$ cat config.mk
export PLATFORM = sky130hd
export DESIGN_NAME = change_dispense_ctrl_flat
export DESIGN_NICKNAME = d
export VERILOG_FILES = /design/src/rtl/change_dispense_ctrl_pkg.sv /design/src/rtl/change_dispense_ctrl_if.sv /design/src/rtl/change_dispense_ctrl_eject.sv /design/src/rtl/change_dispense_ctrl.sv /design/src/flat_wrapper.sv
export SDC_FILE = /design/constraint.sdc
export NUM_CORES = 1
export LEC_CHECK = 0
export CAP_MARGIN = 25
export CORE_MARGIN = 5
export CORE_UTILIZATION = 40
export DETAILED_ROUTE_END_ITERATION = 7
export GPL_ROUTABILITY_DRIVEN = 0
export GPL_TIMING_DRIVEN = 0
export HOLD_SLACK_MARGIN = 0.05
export PLACE_DENSITY = 0.62
export SYNTH_ARGS = -nofsm -noshare
export SYNTH_HDL_FRONTEND = slang
export SYNTH_HIERARCHICAL = 1
export SYNTH_SLANG_ARGS = --single-unit
export TNS_END_PERCENT = 5
$ cat constraint.sdc
create_clock -name clk -period 4.24 [get_ports clk]
set_input_delay 0.848 -clock clk [delete_from_list [all_inputs] [get_ports clk]]
set_output_delay 0.848 -clock clk [all_outputs]
set_load 0.01 [all_outputs]
$ cat src/rtl/change_dispense_ctrl_pkg.sv
// Shared types and constants for the change dispense controller.
package vend_pkg;

    // Controller sequencing states; the coin decision is a transition, not a state.
    typedef enum logic [2:0] {
        IDLE,
        PROD,
        PROD_GAP,
        COIN,
        COIN_GAP,
        DONE
    } disp_state_t;

    // Change owed, counted in 5 rs coins (same encoding as the vending FSM).
    localparam logic [1:0] CHG_0  = 2'b00;
    localparam logic [1:0] CHG_5  = 2'b01;
    localparam logic [1:0] CHG_10 = 2'b10;
    localparam logic [1:0] CHG_15 = 2'b11;

    localparam int COIN_VALUE_RS = 5;

    function automatic int max2(input int a, input int b);
        return (a > b) ? a : b;
    endfunction

endpackage

$ cat src/rtl/change_dispense_ctrl_if.sv
// Request, actuator and inventory signals between the vending FSM side and the controller.
interface change_dispense_ctrl_if #(
    parameter int INV_W = 8
);
    logic             req_valid;
    logic             req_ready;
    logic             req_vend;
    logic [1:0]       req_change;
    logic             prod_eject;
    logic             coin_eject;
    logic             done;
    logic             short;
    logic [1:0]       shortfall;
    logic             refill_en;
    logic [INV_W-1:0] refill_cnt;
    logic [INV_W-1:0] inv_count;
    logic             inv_low;
    logic             inv_empty;

    // Requester / refill side.
    modport master (
        output req_valid, req_vend, req_change, refill_en, refill_cnt,
        input  req_ready, prod_eject, coin_eject, done, short, shortfall,
               inv_count, inv_low, inv_empty
    );

    // Controller side.
    modport slave (
        input  req_valid, req_vend, req_change, refill_en, refill_cnt,
        output req_ready, prod_eject, coin_eject, done, short, shortfall,
               inv_count, inv_low, inv_empty
    );
endinterface

$ cat src/rtl/change_dispense_ctrl_eject.sv
// Shared pulse/gap timer: loads on start, counts down, flags the last cycle of the phase.
module eject_timer
    import vend_pkg::*;
#(
    parameter int EJECT_CYCLES = 4,
    parameter int GAP_CYCLES   = 2
) (
    input  logic clk,
    input  logic rst_n,
    input  logic start,
    input  logic gap_sel,
    output logic expired
);
    localparam int TW = $clog2(max2(EJECT_CYCLES, GAP_CYCLES) + 1);

    logic [TW-1:0] cnt_q;

    // Load the phase length minus one so expired marks the final cycle of the phase.
    always_ff @(posedge clk or negedge rst_n) begin
        if (!rst_n)
            cnt_q <= '0;
        else if (start)
            cnt_q <= gap_sel ? TW'(GAP_CYCLES - 1) : TW'(EJECT_CYCLES - 1);
        else if (cnt_q != '0)
            cnt_q <= cnt_q - TW'(1);
    end

    assign expired = (cnt_q == '0);

endmodule

$ cat src/rtl/change_dispense_ctrl.sv
// Sequences product and coin ejector pulses for one dispense request and
// tracks the 5 rs coin inventory, reporting any change it could not pay.
module change_dispense_ctrl
    import vend_pkg::*;
#(
    parameter int EJECT_CYCLES = 4,
    parameter int GAP_CYCLES   = 2,
    parameter int INV_W        = 8,
    parameter int INV_INIT     = 20,
    parameter int LOW_THRESH   = 3
) (
    input  logic                    clk,
    input  logic                    rst_n,
    change_dispense_ctrl_if.slave   bus
);
    disp_state_t      state_q, state_d;
    logic [1:0]       coins_q, coins_d;
    logic             tmr_start, tmr_gap, tmr_expired;
    logic             coin_chk, inv_dec;
    logic             short_d;
    logic [1:0]       shortfall_d;

    logic [INV_W-1:0] inv_q, inv_nxt, add;
    logic [INV_W:0]   sum;

    logic             prod_q, coin_q, done_q, ready_q, short_q;
    logic [1:0]       shortfall_q;

    eject_timer #(
        .EJECT_CYCLES (EJECT_CYCLES),
        .GAP_CYCLES   (GAP_CYCLES)
    ) u_timer (
        .clk     (clk),
        .rst_n   (rst_n),
        .start   (tmr_start),
        .gap_sel (tmr_gap),
        .expired (tmr_expired)
    );

    // State and remaining-coin registers.
    always_ff @(posedge clk or negedge rst_n) begin
        if (!rst_n) begin
            state_q <= IDLE;
            coins_q <= CHG_0;
        end else begin
            state_q <= state_d;
            coins_q <= coins_d;
        end
    end

    // Next-state logic; the coin decision is shared by request accept and both gap exits.
    always_comb begin
        state_d     = state_q;
        coins_d     = coins_q;
        tmr_start   = 1'b0;
        tmr_gap     = 1'b0;
        coin_chk    = 1'b0;
        inv_dec     = 1'b0;
        short_d     = 1'b0;
        shortfall_d = 2'b00;

        case (state_q)
            IDLE: begin
                if (bus.req_valid) begin
                    coins_d = bus.req_change;
                    if (bus.req_vend) begin
                        state_d   = PROD;
                        tmr_start = 1'b1;
                    end else begin
                        coin_chk  = 1'b1;
                    end
                end
            end
            PROD: begin
                if (tmr_expired) begin
                    state_d   = PROD_GAP;
                    tmr_start = 1'b1;
                    tmr_gap   = 1'b1;
                end
            end
            PROD_GAP: begin
                if (tmr_expired)
                    coin_chk = 1'b1;
            end
            COIN: begin
                if (tmr_expired) begin
                    state_d   = COIN_GAP;
                    tmr_start = 1'b1;
                    tmr_gap   = 1'b1;
                    coins_d   = coins_q - 2'd1;
                end
            end
            COIN_GAP: begin
                if (tmr_expired)
                    coin_chk = 1'b1;
            end
            DONE: state_d = IDLE;
            default: state_d = IDLE;
        endcase

        // Inventory is read from the register, so a refill that already landed is seen here.
        if (coin_chk) begin
            if (coins_d == CHG_0) begin
                state_d = DONE;
            end else if (inv_q == '0) begin
                state_d     = DONE;
                short_d     = 1'b1;
                shortfall_d = coins_d;
            end else begin
                state_d   = COIN;
                tmr_start = 1'b1;
                inv_dec   = 1'b1;
            end
        end
    end

    // Net inventory update with one spare bit to catch overflow before saturating.
    always_comb begin
        add     = bus.refill_en ? bus.refill_cnt : '0;
        sum     = {1'b0, inv_q} + {1'b0, add} - (INV_W+1)'(inv_dec);
        inv_nxt = sum[INV_W] ? '1 : sum[INV_W-1:0];
    end

    // Inventory register.
    always_ff @(posedge clk or negedge rst_n) begin
        if (!rst_n)
            inv_q <= INV_W'(INV_INIT);
        else
            inv_q <= inv_nxt;
    end

    // Outputs registered from the next state; reset drops the ejector drives immediately.
    always_ff @(posedge clk or negedge rst_n) begin
        if (!rst_n) begin
            prod_q      <= 1'b0;
            coin_q      <= 1'b0;
            done_q      <= 1'b0;
            ready_q     <= 1'b1;
            short_q     <= 1'b0;
            shortfall_q <= 2'b00;
        end else begin
            prod_q      <= (state_d == PROD);
            coin_q      <= (state_d == COIN);
            done_q      <= (state_d == DONE);
            ready_q     <= (state_d == IDLE);
            short_q     <= short_d;
            shortfall_q <= shortfall_d;
        end
    end

    assign bus.req_ready  = ready_q;
    assign bus.prod_eject = prod_q;
    assign bus.coin_eject = coin_q;
    assign bus.done       = done_q;
    assign bus.short      = short_q;
    assign bus.shortfall  = shortfall_q;
    assign bus.inv_count  = inv_q;
    assign bus.inv_low    = (inv_q <= INV_W'(LOW_THRESH));
    assign bus.inv_empty  = (inv_q == '0);

endmodule

$ cat src/flat_wrapper.sv
// flat-port wrapper written by rule: the top's interface ports become plain ports
module change_dispense_ctrl_flat import vend_pkg::*;
#(
    parameter int EJECT_CYCLES = 4,
    parameter int GAP_CYCLES   = 2,
    parameter int INV_W        = 8,
    parameter int INV_INIT     = 20,
    parameter int LOW_THRESH   = 3
)
  (clk, rst_n, bus_req_valid, bus_req_vend, bus_req_change, bus_refill_en, bus_refill_cnt, bus_req_ready, bus_prod_eject, bus_coin_eject, bus_done, bus_short, bus_shortfall, bus_inv_count, bus_inv_low, bus_inv_empty);
  change_dispense_ctrl_if #(.INV_W(INV_W)) bus_i ();
  input  logic clk;
  input  logic rst_n;
  input wire logic [$bits(bus_i.req_valid)-1:0] bus_req_valid;
  input wire logic [$bits(bus_i.req_vend)-1:0] bus_req_vend;
  input wire logic [$bits(bus_i.req_change)-1:0] bus_req_change;
  input wire logic [$bits(bus_i.refill_en)-1:0] bus_refill_en;
  input wire logic [$bits(bus_i.refill_cnt)-1:0] bus_refill_cnt;
  output wire logic [$bits(bus_i.req_ready)-1:0] bus_req_ready;
  output wire logic [$bits(bus_i.prod_eject)-1:0] bus_prod_eject;
  output wire logic [$bits(bus_i.coin_eject)-1:0] bus_coin_eject;
  output wire logic [$bits(bus_i.done)-1:0] bus_done;
  output wire logic [$bits(bus_i.short)-1:0] bus_short;
  output wire logic [$bits(bus_i.shortfall)-1:0] bus_shortfall;
  output wire logic [$bits(bus_i.inv_count)-1:0] bus_inv_count;
  output wire logic [$bits(bus_i.inv_low)-1:0] bus_inv_low;
  output wire logic [$bits(bus_i.inv_empty)-1:0] bus_inv_empty;
  assign bus_i.req_valid = bus_req_valid;
  assign bus_i.req_vend = bus_req_vend;
  assign bus_i.req_change = bus_req_change;
  assign bus_i.refill_en = bus_refill_en;
  assign bus_i.refill_cnt = bus_refill_cnt;
  assign bus_req_ready = bus_i.req_ready;
  assign bus_prod_eject = bus_i.prod_eject;
  assign bus_coin_eject = bus_i.coin_eject;
  assign bus_done = bus_i.done;
  assign bus_short = bus_i.short;
  assign bus_shortfall = bus_i.shortfall;
  assign bus_inv_count = bus_i.inv_count;
  assign bus_inv_low = bus_i.inv_low;
  assign bus_inv_empty = bus_i.inv_empty;
  change_dispense_ctrl #(.EJECT_CYCLES(EJECT_CYCLES), .GAP_CYCLES(GAP_CYCLES), .INV_W(INV_W), .INV_INIT(INV_INIT), .LOW_THRESH(LOW_THRESH)) u_core (.clk(clk), .rst_n(rst_n), .bus(bus_i));
endmodule
# Word level (Yosys, flattened, before mapping)

Cells that the tools add are included.

Register bits: 23

Add/subtract/negate cells: 4
Order comparisons: 1
Equal/unequal tests: 7
Multiplexer cells: 36
Reductions and logical operators: 9

Operators with widths:

| kind                                                                  | number |
|---|---|
| 3-bit 2-to-1 mux                                                      | 9 |
| 8-bit 2-to-1 mux                                                      | 2 |
| 1-bit 2-to-1 mux                                                      | 15 |
| 2-bit 2-to-1 mux                                                      | 6 |
| 3-bit case mux with 4 select lines                                    | 1 |
| 8-bit by 8-bit adder with 9-bit output                                | 1 |
| 3-bit by 2-bit == test with 1-bit output, second input constant       | 3 |
| 3-bit logical NOT                                                     | 3 |
| 9-bit by 1-bit subtractor with 9-bit output                           | 1 |
| 8-bit by 2-bit <= comparator with 1-bit output, second input constant | 1 |
| 8-bit logical NOT                                                     | 1 |
| 3-bit by 1-bit == test with 1-bit output, second input constant       | 2 |
| 3-bit == test, second input constant                                  | 2 |
| 1-bit case mux with 2 select lines                                    | 2 |
| 2-bit case mux with 2 select lines                                    | 1 |
| 2-bit OR reduction                                                    | 2 |
| 3-bit nonzero test                                                    | 1 |
| 3-bit by 1-bit subtractor with 3-bit output, second input constant    | 1 |
| 2-bit logical NOT                                                     | 1 |
| 2-bit nonzero test                                                    | 1 |
| 2-bit by 1-bit subtractor with 2-bit output, second input constant    | 1 |

# Logic depth before layout (Yosys ltp)

Word-level depth: 8
Gate-level depth with buffers: 19
Depth with buffers taken out: 18

# By module

Netlist, hierarchy kept.

By module, submodules not included:

| module               | times used | cells an instance | area an instance (µm²) | sequential area each (µm²) |
|---|---|---|---|---|
| change_dispense_ctrl | 1          | 180               | 1,537.7                | 504.2 |
| eject_timer          | 1          | 16                | 185.2                  | 75.1 |

# Worst setup path before layout

No wires, ideal clock.

Path kind: input -> register
Start: input port bus_req_valid
End: register u_core.inv_q[5] (netlist: u_core/bus.inv_count[5])
Library setup time: 0.090 ns
Data arrival time: 3.696 ns
Setup slack: 0.454 ns
Stages: 15
Path buffers: 0
Path through: mux2_4 -> a22oi_2 -> o221a_1 -> nand2_1 -> and3_1 -> ha_1 -> inv_1 -> ha_1 -> inv_1 -> fa_1 -> nor2b_1 -> o21ai_0 -> a2111oi_0 -> a211oi_2 -> o2111ai_1

Cells in the longest elaborated chain, start to end: 7
Elaborated cells between the ends (all ways): 9
Those cells by class: 1 x add/sub; 7 x mux; 1 x reduce/logical

Ends and longest elaborated chain:

| what                                          | line                        | RTL |
|---|---|---|
| from (decl)                                   | flat_wrapper.sv:14          | `input wire logic [$bits(bus_i.req_valid)-1:0] bus_req_valid;` |
| 2-bit 2-to-1 mux                              | change_dispense_ctrl.sv:64  | `if (bus.req_valid) begin` |
| 2-bit case mux with 2 select lines            | change_dispense_ctrl.sv:62  | `case (state_q)` |
| 2-bit logical NOT                             | change_dispense_ctrl.sv:103 | `if (coins_d == CHG_0) begin` |
| 1-bit 2-to-1 mux                              | change_dispense_ctrl.sv:103 |  |
| 1-bit 2-to-1 mux *                            | change_dispense_ctrl.sv:102 | `if (coin_chk) begin` |
| 9-bit by 1-bit subtractor with 9-bit output * | change_dispense_ctrl.sv:120 | `sum = {1'b0, inv_q} + {1'b0, add} - (INV_W+1)'(inv_dec);` |
| 8-bit 2-to-1 mux *                            | change_dispense_ctrl.sv:121 | `inv_nxt = sum[INV_W] ? '1 : sum[INV_W-1:0];` |
| named net u_core.inv_nxt[5]                   | change_dispense_ctrl.sv:23  | `logic [INV_W-1:0] inv_q, inv_nxt, add;` |
| to (signal assigned)                          | change_dispense_ctrl.sv:127 | `inv_q <= INV_W'(INV_INIT);` |
| to (signal assigned)                          | change_dispense_ctrl.sv:129 | `inv_q <= inv_nxt;` |
| to (decl)                                     | change_dispense_ctrl.sv:23  |  |

The timed path passes the listed nets; every way through them passes the cells marked *.
A chain may end at the register's enable or synchronous reset.

# Worst setup path in the final report

Start: input port bus_req_change[0]
End: register u_core.inv_q[6] (netlist: u_core/bus.inv_count[6])

Cells in the longest elaborated chain, start to end: 7

Ends and longest elaborated chain:

| what                                        | line                        | RTL |
|---|---|---|
| from (decl)                                 | flat_wrapper.sv:16          | `input wire logic [$bits(bus_i.req_change)-1:0] bus_req_change;` |
| 2-bit 2-to-1 mux                            | change_dispense_ctrl.sv:64  |  |
| 2-bit case mux with 2 select lines          | change_dispense_ctrl.sv:62  |  |
| 2-bit logical NOT                           | change_dispense_ctrl.sv:103 |  |
| 1-bit 2-to-1 mux                            | change_dispense_ctrl.sv:103 |  |
| 1-bit 2-to-1 mux                            | change_dispense_ctrl.sv:102 |  |
| 9-bit by 1-bit subtractor with 9-bit output | change_dispense_ctrl.sv:120 |  |
| 8-bit 2-to-1 mux                            | change_dispense_ctrl.sv:121 |  |
| named net u_core.inv_nxt[6]                 | change_dispense_ctrl.sv:23  |  |

The timed path passes the listed nets, and every way through them passes these cells.

==> results by group <==
Outcome
  • Status: completed

Global route
  • Total GRT Usage: approximately 14%
  • Largest net degree at the start of global routing: 16
  • Grt ovf: 0
  • Initial antenna violation count: 0
  • Vias in the first global route: roughly 1400
  • First-pass GRT wire length: 6.175 mm

Pwr
  • Worst VDD drop: 0.3611 mV
  • Leak: roughly 1.1 nW
  • Pwr Total: between 1.5 and 2 mW
  • Pwr Density: 709.3 nW/µm²

Finish
  • Layout area overhead: 28.83%
  • Antenna cells: 0
  • Fillcell total: 406
  • Multi-input logic area: ~1000 µm²
  • Area occupied by registers: 579.3 µm²
  • Fin nets: 270
  • Fin area: approximately 2200 µm²
  • Share of layout cells above drive strength 1: 14.89%

Clock tree
  • Worst-Skew Late Latency: 0.26 ns
  • CTS clk-pin slew, worst paths: 0.08 ns
  • CTS tree: yes
  • CTS Buffer Depth: 2
  • CTS Sinks: 23
  • Number of buffers created by CTS: 3
  • H-tree depth: 1
  • Root buffer cell: clkbuf_8

Route
  • Via density: 4.933
  • Total iterations of the first detailed-routing run: 4
  • Routed via count: between 1000 and 1500
  • Drt drc: 0
  • Final WL: ~3.5 mm
  • Post-DR wirelength/cell: 12.34 µm
  • Detail Route Antenna Nets: 0
  • 1st-iter DRT viols: a little under 70

Timing
  • Worst Skew: 0.003961 ns
  • Max-Slew Margin vs Limit: about 47%
  • Max-slew violations: 0
  • Hold Violations, Final: 0
  • Worst-Margin Slew: 0.7791 ns
  • Post-route setup slack: 0.2170 ns
  • Minimum clock period: 4.023 ns
  • RSZ-0062 raised after global routing: no
  • Max frequency: 248.6 MHz
  • Worst hold slack: 0.5684 ns
  • Tcrit/Tclk final: 94.88%
  • Final Setup Violations: 0

Yosys
  • Avg Inst Size Synth: 8.790 µm²
  • Number of synthesized flops with an enable pin: 0
  • FFs w/ async S/R, synth: 100.0%
  • Syn_nets: 230
  • Post-synth top flop: dfrtp_1
  • Mapped Area: 1723 µm²
  • YS warnings: 6
  • Sequential share of the synthesized area: 33.62%
  • Cell variety after synth: 51
  • Flops & latches, synth: 23
  • Synth Instances: 196

Critical path
  • Worst setup SP type: input port
  • Worst Path Arrival: 4.14 ns
  • Crit Path Category: in2reg
  • Worst-path maximum fanout: 8
  • Worst Path Required: 4.35 ns
  • Worst Setup End Kind: flop

Floorplanning
  • FP Rows: 23
  • Die area: 5720 µm²
  • Die X: roughly 76 µm
  • Die Ht: 75.63 µm
  • I/O pin count: 32
  • Core area: slightly above 4000 µm²
  • Starting Density: between 40 and 50%

Place
  • Post-placement setup slack: -0.6042 ns
  • Post-DP HPWL: 2.839 mm
  • # port buffers: 30
  • Dpl cell area: 2101 µm²

Min path
  • Hold Path Class: reg2reg

Job
  • Max Cap Viol: 0
[what timing repair did]
item                       in CTS  in global routing
setup buffers                   0                  4
pin swaps                       1                  3
setup endpoints to repair       8                  8
hold buffers                    0                  0
gates resized for setup         5                  9
[cell families (layout without fill, tap and decap cells)]
kind of cell | Yosys count | in the layout | share of synthesized area, %
and+or+nand+nor | 58 | 58 | 18.23
xor gates and xnor gates | 7 | 7 | 3.559
AOI/OAI and AO/OA | 45 | 45 | 19.25
DFF | 23 | 23 | 33.62
buffers and inverters | 42 | 81 | 9.659
adders and majority gates | 19 | 19 | 14.23
muxes | 2 | 2 | 1.452
[cells in the final DEF (no fill, tap or decap), drive strengths merged, types with 4 or more instances in the layout]
cell type	n
nor3	4
buf	9
a21o	5
nor2	7
o21ai	9
nand4	4
nor2b	4
inv	35
clkdlybuf4s50	29
nand2	19
and2	5
ha	18
a21oi	8
dfrtp	20
xnor2	5
clkbuf	7
[state kept, by name, indices dropped and copies added (netlist names)]
signal and cells:
u_core/bus.shortfall 2, u_core/coins_q 2, u_core/bus.inv_count 8, u_core/bus.coin_eject 1
u_core/bus.short 1, u_core/bus.done 1, u_core/bus.req_ready 1, u_core/state_q 3
u_core/u_timer/cnt_q 3, u_core/bus.prod_eject 1
[metal layers]
metal | routed length, µm | track usage [%]
met5 | 0 | 0
met2 | 1640 | 22.63
met4 | 35 | 4.466
met1 | 1721 | 19.20
met3 | 119 | 1.715
[area by class of cell]
class	instances	share of cell area [%]
multi-input cells	131	46.05
flip-flops and latches	23	26.10
repair buffers	35	15.50
inverters	35	5.919
well taps	50	2.818
clock buffers	4	2.029
plain buffers	7	1.578
[worst max-delay path, cell delays in order]
cell and delay (ns):
clkdlybuf4s50_1 0.40, mux2_4 0.26, a22oi_2 0.17, o221a_1 0.26, nand2_2 0.09, and3_1 0.20, ha_1 0.28, inv_1 0.06
ha_1 0.16, inv_1 0.06, fa_2 0.34, nor2b_2 0.15, o21ai_2 0.10, a21o_1 0.22, a211oi_4 0.38, o21ai_0 0.16
[cells in the mapped netlist (2+ instances only)]
| cell | number | share of area (%) |
|---|---|---|
| a21o_1 | 5 | 2.2 |
| nand2_1 | 19 | 4.1 |
| nor3_1 | 4 | 1.2 |
| and3_1 | 3 | 1.1 |
| nor2b_1 | 3 | 1.1 |
| a21oi_1 | 8 | 2.3 |
| inv_1 | 35 | 7.6 |
| and2_1 | 5 | 1.8 |
| nand2b_1 | 3 | 1.1 |
| o21ai_0 | 9 | 2.6 |
| xor2_1 | 2 | 1.0 |
| nand4_1 | 4 | 1.5 |
| nand3_1 | 2 | 0.58 |
| a31o_2 | 2 | 1.0 |
| o211ai_1 | 2 | 0.87 |
| xnor2_1 | 5 | 2.5 |
| a2111oi_0 | 2 | 1.0 |
| buf_2 | 3 | 0.87 |
| a2bb2oi_1 | 2 | 1.0 |
| clkbuf_1 | 2 | 0.44 |
| dfrtp_1 | 20 | 29 |
| nor2_1 | 7 | 1.5 |
| a31oi_1 | 2 | 0.73 |
| dfstp_2 | 3 | 4.6 |
| ha_1 | 18 | 13 |
[worst paths after layout]
| path | slack [ns] | depth (start not counted) | start | endpoint |
|---|---|---|---|---|
| setup / recovery | 0.22 | 16 | bus_req_change[0] | u_core/bus.inv_count[6]$_DFF_PN0_ |
| hold / removal | 0.57 | 1 | u_core/coins_q[1]$_DFF_PN0_ | u_core/coins_q[1]$_DFF_PN0_ |
| setup reg to reg | 0.35 | 19 | u_core/u_timer/cnt_q[0]$_DFFE_PN0P_ | u_core/bus.inv_count[6]$_DFF_PN0_ |
| hold reg to reg | 0.57 | 1 | u_core/coins_q[1]$_DFF_PN0_ | u_core/coins_q[1]$_DFF_PN0_ |
| max in group asynchronous | 2.77 | 2 | rst_n | u_core/bus.inv_count[4]$_DFF_PN1_ |
| min in group asynchronous | 0.91 | 1 | rst_n | u_core/bus.prod_eject$_DFF_PN0_ |
[power breakdown]
part	total, mW	leakage (nW)	internal (mW)	switching, mW
combinational	1.08	0.776	0.498	0.581
sequential	0.364	0.272	0.314	0.0504
clock	0.131	0.0228	0.0668	0.0644
total	1.57	1.07	0.879	0.695
[per-stage QoR]
stage	utilization [%]	std cells	setup TNS (ns)
CTS	52.82	281	0
floorplan	-	196	0
global route	54.32	285	0
finish	54.32	285	0
detailed placement	51.41	277	-4.262
global placement	51.04	276	-4.227
(Power assumes the default switching activity.)
==> RTL change: new RTL, same settings <==
`EJECT_CYCLES` is set to 4 in 3 places; all go to 2.
--- a/src/rtl/change_dispense_ctrl_eject.sv
+++ b/src/rtl/change_dispense_ctrl_eject.sv
@@ -4,3 +4,3 @@
 #(
-    parameter int EJECT_CYCLES = 4,
+    parameter int EJECT_CYCLES = 2,
     parameter int GAP_CYCLES   = 2
--- a/src/rtl/change_dispense_ctrl.sv
+++ b/src/rtl/change_dispense_ctrl.sv
@@ -5,3 +5,3 @@
 #(
-    parameter int EJECT_CYCLES = 4,
+    parameter int EJECT_CYCLES = 2,
     parameter int GAP_CYCLES   = 2,
--- a/src/flat_wrapper.sv
+++ b/src/flat_wrapper.sv
@@ -3,3 +3,3 @@
 #(
-    parameter int EJECT_CYCLES = 4,
+    parameter int EJECT_CYCLES = 2,
     parameter int GAP_CYCLES   = 2,
Formal check against the unedited RTL: not equivalent (Yosys sat finds a counterexample within 4 cycles, from zero or initial values and one cycle with rst_n low).
==> RTL change against the original RTL <==
- critical endpoint is now u_core/bus.inv_count[5]
- critical path depth stayed put
- largest power group unchanged
- cell area is 4.9% lower
- non-clock buffer count is 4 lower
- synthesized area is 5.2% lower
- count of clock-buffer cells in the layout is 1 lower
- routed wire length is 1.8% lower
- setup slack better by 0.017 ns
- combinational power is 4% lower
- highest routed layer is now met3
- sequential cell count is 1 lower
- power is 0.87% higher
==> RTL change: results (changes against the original RTL) <==
* Outcome: complete, no violations (unchanged)
* Fraction of area in multi-input gates at 0.446 (was 0.461)
* Crit path arrival time at 4.12 ns (was 4.14 ns)
* Register area at 554 um^2 (was 579 um^2)
* Leak at 1.02 nW (was 1.07 nW)
* Clk_skew at 0.00216 ns (was 0.00396 ns)
* GRT Max-Usage Layer: met2 (unchanged)
* Final clock-cell share at 0.0338 (was 0.0203)
* H-tree Lvls at 1 (unchanged)
* Slowest stage delay, CP at 0.40 ns (about the same)
* Mapped Cells at 188 (was 196)
* Layout cell share with drive strength beyond 1 at 0.112 (was 0.149)
* Bufs on Longest Clock Path at 2 (unchanged)
* Rows at 23 (unchanged)
* Clock latency at the later pin of the worst-skew pair at 0.26 ns (about the same)
* Slew margin rel. at 0.472 (was 0.467)
* FF+latch count at 22 (was 23)
* Worst Path Max Fanout at 8 (unchanged)
* VDD IR max at 0.342 mV (was 0.361 mV)
* GRT met3 Usage at 0.0287 (was 0.0172)
* Worst Tran Pin Value at 0.771 ns (was 0.779 ns)
* HP Class: register to register (unchanged)
* Sequential share of cell area at 0.263 (was 0.261)
* Nets at 257 (was 270)
* Cell total after placement at 268 (was 277)
* M1 GR Usage at 0.164 (was 0.192)
* Cell Area, Placed at 2000 um^2 (was 2100 um^2)
* Clk pin slew, worst setup/hold paths at 0.08 ns (about the same)
* DPL Wire Length at 2710 um (was 2840 um)
* Num CTS Buffers at 3 (unchanged)
* Initial antenna violation count at 0 (unchanged)
* CP max-delay cell: clkdlybuf4s50_1 (unchanged)
* ANT cells at 0 (unchanged)
* Family with the most delay on the worst path: compound AO/OA/AOI/OAI gates (unchanged)
* Port bufs at 30 (unchanged)
* Post-CTS setup buffer count at 0 (unchanged)
* Clk root buf: clkbuf_8 (unchanged)
* Pin count of the biggest net entering global routing at 23 (was 16)
* GRT Resource Usage Total at 0.132 (was 0.139)
* Syn. warnings at 6 (unchanged)
* Comb_multi_in at 124 (was 131)
* Global-route wire length before repair at 5600 um (was 6180 um)
* Internal at 902 uW (was 879 uW)
* WL/cell at 12.6 um (was 12.3 um)
* Pre-CTS WS at -0.590 ns (was -0.604 ns)
* Data buffer area share at 0.165 (was 0.171)
* Vias in the first global route at 1,289 (was 1,365)
* Number of non-clock buffers at 38 (was 42)
* Largest register FFs at 8 (unchanged)
* Non-clk invs at 35 (unchanged)
* Syn_nets at 221 (was 230)
* Met2 Use GR at 0.224 (was 0.226)
* Fill count at 404 (was 406)
* Detailed Routing Iterations Pass 1 at 4 (unchanged)
* Total wire length at 3450 um (was 3520 um)
* DR vias at 1,368 (was 1,406)
* Starting DRT DRC Count at 50 (was 69)
RTL change: worst register-to-register path, cell delays in order, from the launching register on:
cell and delay, ns:
dfrtp_1 0.37, inv_1 0.05, ha_1 0.24, buf_4 0.18, and3_1 0.19, a22oi_2 0.22
o221a_1 0.28, nand2_2 0.09, and3_1 0.20, ha_1 0.28, inv_1 0.06, ha_1 0.16
inv_1 0.06, fa_2 0.34, nor2b_2 0.15, o21ai_2 0.10, a21o_1 0.21, a211oi_4 0.36
o2111ai_1 0.16
RTL change: power groups by stage:
stage          clock network (mW)  registers (mW)  logic [mW]
2_1_floorplan                   0           0.368       0.725
5_1_grt                     0.209           0.361        1.17
4_1_cts                     0.199           0.354        1.02
3_3_place_gp                    0           0.357       0.986
3_5_place_dp                    0           0.358       0.989
6_report                    0.194           0.352        1.04
RTL change: layer usage:
metal  part of all wire  up-vias
li1                   -      712
met1               0.45      625
met2               0.50       31
met3              0.048        0
met4                  0        0
met5                  0        -
RTL change: what timing repair did:
item                       CTS  global route
setup endpoints to repair    8             8
gates resized for setup      5             5
cloned                       0             0
pin swaps                    1             3
RTL change: worst paths after layout:
kind / start / end / slack, ns / cells after the start
setup / recovery: bus_req_change[0] / u_core/bus.inv_count[5] / 0.23 / 16
min in group asynchronous: rst_n / u_core/bus.shortfall[0] / 0.91 / 1
max in group asynchronous: rst_n / u_core/bus.inv_count[4] / 2.79 / 2
hold reg to reg: u_core/u_timer/cnt_q[0] / u_core/u_timer/cnt_q[0] / 0.53 / 2
setup reg to reg: u_core/u_timer/cnt_q[0] / u_core/bus.inv_count[5] / 0.41 / 18
hold / removal: u_core/u_timer/cnt_q[0] / u_core/u_timer/cnt_q[0] / 0.53 / 2
